**config.mk**
```make
export PLATFORM = sky130hd
export DESIGN_NAME = jtframe_i2s_tx
export DESIGN_NICKNAME = d
export VERILOG_FILES = /design/src/rtl/jtframe_i2s_tx.sv
export SDC_FILE = /design/constraint.sdc
export NUM_CORES = 1
export LEC_CHECK = 0
export BUFFER_PORTS_ARGS = -buffer_cell sky130_fd_sc_hd__buf_4
export CORE_MARGIN = 1.5
export CORE_UTILIZATION = 25
export DETAILED_ROUTE_END_ITERATION = 7
export GPL_TIMING_DRIVEN = 0
export PLACE_DENSITY_LB_ADDON = 0.2
export REMOVE_ABC_BUFFERS = 1
export SLEW_MARGIN = 20
export SYNTH_ARGS = -nofsm -noshare
export SYNTH_HDL_FRONTEND = slang
export SYNTH_SLANG_ARGS = --single-unit
```
**constraint.sdc**
```tcl
create_clock -name clk -period 2.87 [get_ports clk]
set_clock_uncertainty 0.2 [all_clocks]
set_input_delay 0.287 -clock clk [delete_from_list [all_inputs] [get_ports clk]]
set_output_delay 0.287 -clock clk [all_outputs]
set_load 0.1 [all_outputs]
```
**src/rtl/jtframe_i2s_tx.sv**
```systemverilog
// rtl/jtframe_i2s_tx.sv - I2S transmitter: 64 BCLK/frame stereo serialiser with integer BCLK divider
module jtframe_i2s_tx #(
    parameter int CLKDIV = 8,
    parameter int ATTEN  = 1,
    parameter int DW     = 16
) (
    input  logic                 clk,
    input  logic                 rst,
    input  logic signed [DW-1:0] snd_left,
    input  logic signed [DW-1:0] snd_right,
    input  logic                 sample,
    output logic                 i2s_bclk,
    output logic                 i2s_lrclk,
    output logic                 i2s_data,
    output logic                 frame
);

    localparam logic [7:0] DIV_LAST = 8'(CLKDIV - 1);

    logic [7:0]           div_cnt;
    logic [5:0]           bcnt;
    logic signed [DW-1:0] pend_l, pend_r;
    logic signed [DW-1:0] tx_l, tx_r;

    logic                 div_wrap;
    logic                 bclk_fall;
    logic [5:0]           bcnt_nxt;
    logic [4:0]           slot_pos;
    logic [DW-1:0]        cur_word;
    logic                 bit_val;

    assign div_wrap  = (div_cnt == DIV_LAST);
    assign bclk_fall = div_wrap && i2s_bclk;
    assign bcnt_nxt  = bcnt + 6'd1;
    assign slot_pos  = bcnt_nxt[4:0];
    assign cur_word  = bcnt_nxt[5] ? tx_r : tx_l;

    // Slot position 1 carries the MSB, DW the LSB; everything else is zero padding
    always_comb begin
        bit_val = 1'b0;
        for (int i = 0; i < DW; i++) begin
            if (slot_pos == 5'(DW - i)) begin
                bit_val = cur_word[i];
            end
        end
    end

    always_ff @(posedge clk or posedge rst) begin
        if (rst) begin
            div_cnt   <= '0;
            bcnt      <= '0;
            pend_l    <= '0;
            pend_r    <= '0;
            tx_l      <= '0;
            tx_r      <= '0;
            i2s_bclk  <= 1'b0;
            i2s_lrclk <= 1'b0;
            i2s_data  <= 1'b0;
            frame     <= 1'b0;
        end else begin
            frame <= 1'b0;
            if (sample) begin
                pend_l <= snd_left  >>> ATTEN;
                pend_r <= snd_right >>> ATTEN;
            end
            if (div_wrap) begin
                div_cnt  <= '0;
                i2s_bclk <= ~i2s_bclk;
            end else begin
                div_cnt <= div_cnt + 8'd1;
            end
            // Outputs only move on BCLK falling edges so the DAC sees them stable on rising edges
            if (bclk_fall) begin
                bcnt      <= bcnt_nxt;
                i2s_lrclk <= bcnt_nxt[5];
                i2s_data  <= bit_val;
                if (bcnt_nxt == 6'd0) begin
                    tx_l  <= pend_l;
                    tx_r  <= pend_r;
                    frame <= 1'b1;
                end
            end
        end
    end

endmodule

```
==> flow_summary.yaml <==
status:
  status: "finished clean"
timing:
  min_period_over_period: 0.9473
  finalMaxSlewViolations: 0
  relSlewSlack: 0.5222
  setup_tns_ps: 0
  setup_viol: 0
  rsz0062_at_grt: "no"
  timing.final.crit_period_ps: 2719
  worst_hold_slack_ps: 254.1
  max_freq_mhz: 367.8
  hold_violations: 0
  tightestPinTransition_ps: 714.5
power_and_ir_drop:
  clockPowerShare: 0.457
  comb_power_share: 0.060
  p_switching_uw: 472.4
  cellLeakagePower_nw: 2.183
  p_sw_frac: 0.1983
  power_density_nw_per_um2: 496.5
  seq_power_share: 0.483
  internal_power_mw: 1.909
  peakVddDrop_mv: 0.1914
logic_synthesis:
  synth-seq-cells: 77
  yosysSeqAreaShare: 0.5251
  synth_ff_type: "dfrtp_1"
  synth_commonest_cells: "dfrtp_1, mux2_2, nand2_1, nor2_1, nand3_1"
  ys_top_cells_by_area: "dfrtp_1, mux2_2, ha_1"
  synth_cell_types: 47
  synthArstFlopShare: 1.000
  synth_most_common_cell: "dfrtp_1"
  post-synth-top-area-fraction: 0.5251
  avgSynthCellArea_um2: 12.31
  synth_edf_count: 0
  synth.largest_area_cell: "dfrtp_1"
  synthCells: 298
  yosysWarnings: 0
  netlist_area_um2: 3670
critical_path:
  critPathRequiredTime_ps: 2880
  critPathTopFamily: "simple AND/OR/NAND/NOR gates"
  critPathMaxStageDelay_ps: 560
  critical_path_class: "register to register"
  critical-path-slowest-cell: "or4_4"
  critical_path_buf_inv_count: 2
  endpoint_kind: "register"
  startpoint_type: "register"
  crit_chain: "or4_4 > nor3_4 > nand2_4 > nor4_4 > buf_6 > buf_8 > mux2_2"
  crit_arrival_ps: 2730
  crit_path_max_fanout: 13
finish:
  fin_util: 0.3326
  drive_gt1_frac: 0.3432
  diodes: 0
  finalInstanceArea_um2: 4797
  nets: 411
  seqCellArea_um2: 1929
  syn2layout_area_growth_pct: 30.72
  multi_input_area_um2: 1652
  stdcell_count: 557
  fill_cells: 1473
routing:
  via_per_inst: 4.476
  drt-total-wl_um: 7245
  drt_iter0_drc: 53
  postRouteAntennaNets: 0
  vias: 2493
  drcViolationCount: 0
  drt_first_pass_iters: 6
  post_drt_wl_per_cell_um: 13.01
clocking:
  path_clk_slew_ps: 60
  cts_sinks: 77
  htree_levels: 3
  clockBufferDepth: 2
  cts_tree: "done"
  cts-root-buf: "clkbuf_16"
  clock_latency_ps: 330
  numCtsBuffers: 9
placement:
  placed_area_um2: 4136
  place_congestion: 0.8430
  numPortBuffers: 36
  dp_cells: 506
  dp_hpwl_um: 5185
global_routing:
  grt_antenna_before_repair: 0
  grt_use_total: 0.1053
  grt-ovfl-total: 0
  grt_pass1_wl_um: 12420
  grt_max_degree: 43
  grt_pass1_vias: 2495
floorplanning:
  ios: 39
  start_util: 0.2544
  dieArea_um2: 15410
  core_um2: 14420
  die_h_um: 124.2
  die_width_um: 124.2
  row_count: 44
flow_run:
  cap_viol_max_count: 0
worst_hold_path:
  hp-class: "register to register"
layer usage:
| layer | global-route usage | routed length (um) | up-vias |
|---|---|---|---|
| met4 | 0.04972 | 165 | 0 |
| met5 | 0 | 0 | - |
| met3 | 0.02473 | 211 | 16 |
| met2 | 0.1635 | 3461 | 43 |
| li1 | - | - | 1210 |
| met1 | 0.1384 | 3407 | 1224 |
power by group through the flow:
stage / clock network [mW] / registers [mW] / logic, mW
after global placement: 0 / 1.17 / 0.109
after floorplan: 0 / 1.16 / 0.0606
after global routing: 1.17 / 1.16 / 0.161
after detailed placement: 0 / 1.17 / 0.115
after CTS: 1.13 / 1.15 / 0.148
final: 1.09 / 1.15 / 0.143
cell usage in the layout, fill, tap and decap left out, types with 2 or more instances in the layout:
cell,synthesis,routed
nor4_1,2,2
a21oi_1,7,7
and2_1,2,2
nand2_1,19,18
nand3_1,12,11
a211oi_1,3,3
mux2i_1,4,4
dfrtp_2,0,2
o211ai_1,3,3
nor2b_1,2,2
buf_4,0,42
xnor2_1,8,8
o2111ai_1,2,2
nor2_1,13,13
mux2_1,5,5
a2111oi_0,2,2
a2bb2oi_1,2,2
dfrtp_1,77,75
mux2_2,59,59
dlygate4sd3_1,0,31
clkbuf_16,0,9
a32o_1,2,2
inv_1,8,7
nand3b_1,3,3
o21ai_0,5,4
clkbuf_1,8,2
xor2_1,5,5
a21boi_0,3,3
ha_1,6,5
nor3b_1,2,2
and3_1,10,10
worst paths after layout:
check | from | endpoint | slack (ps) | cells after the start
worst max-delay path | div_cnt[3]$_DFF_PP0_ | tx_l[4]$_DFFE_PP0P_ | 150 | 7
worst min-delay path | div_cnt[0]$_DFF_PP0_ | div_cnt[0]$_DFF_PP0_ | 250 | 1
worst min register to register | div_cnt[0]$_DFF_PP0_ | div_cnt[0]$_DFF_PP0_ | 250 | 1
min in group asynchronous | rst | pend_r[9]$_DFFE_PP0P_ | 330 | 3
worst max register to register | div_cnt[3]$_DFF_PP0_ | tx_l[4]$_DFFE_PP0P_ | 150 | 7
max in group asynchronous | rst | tx_l[13]$_DFFE_PP0P_ | 1560 | 4
what timing repair did:
action                                  CTS  global route
pin swaps                                 1             2
endpoints found under the setup margin   32            24
hold endpoints to repair                 65             0
buffers inserted                          1             5
resized for setup                         4             4
hold buffers                             31             0
kinds of logic (layout without fill, tap and decap cells):
logic type | after synthesis | in the layout | share of synthesized area
adder cells (fa/ha/maj) | 6 | 6 | 0.02046
flip-flops | 77 | 77 | 0.5251
buffers and inverters | 23 | 98 | 0.03068
AND/OR/NAND/NOR | 76 | 76 | 0.1163
multiplexers | 68 | 68 | 0.2073
AO/OA/AOI/OAI | 35 | 35 | 0.06921
XOR/XNOR | 13 | 13 | 0.03103
flip-flops by register name, summed over array words and instances (netlist names):
signal,cells
div_cnt,8
tx_r,15
frame,1
i2s_data,1
i2s_bclk,1
bcnt,5
i2s_lrclk,1
tx_l,15
pend_l,15
pend_r,15
final cells by class:
class                   count  share of cell area
clock buffers              12             0.05138
clock inverters             2            0.007303
inverters                   8            0.006781
multi-input cells         198              0.3443
flip-flops and latches     77              0.4022
well taps                 184             0.04799
repair buffers             76              0.1401
metrics by stage:
stage               power, mW  setup slack, ps
global placement        1.278            -1822
detailed placement      1.286            -1169
CTS                     2.426            34.05
finish                  2.382            151.4
floorplan               1.221           -704.5
global route            2.488            19.99
No activity file was read; power rests on OpenSTA's default activity.
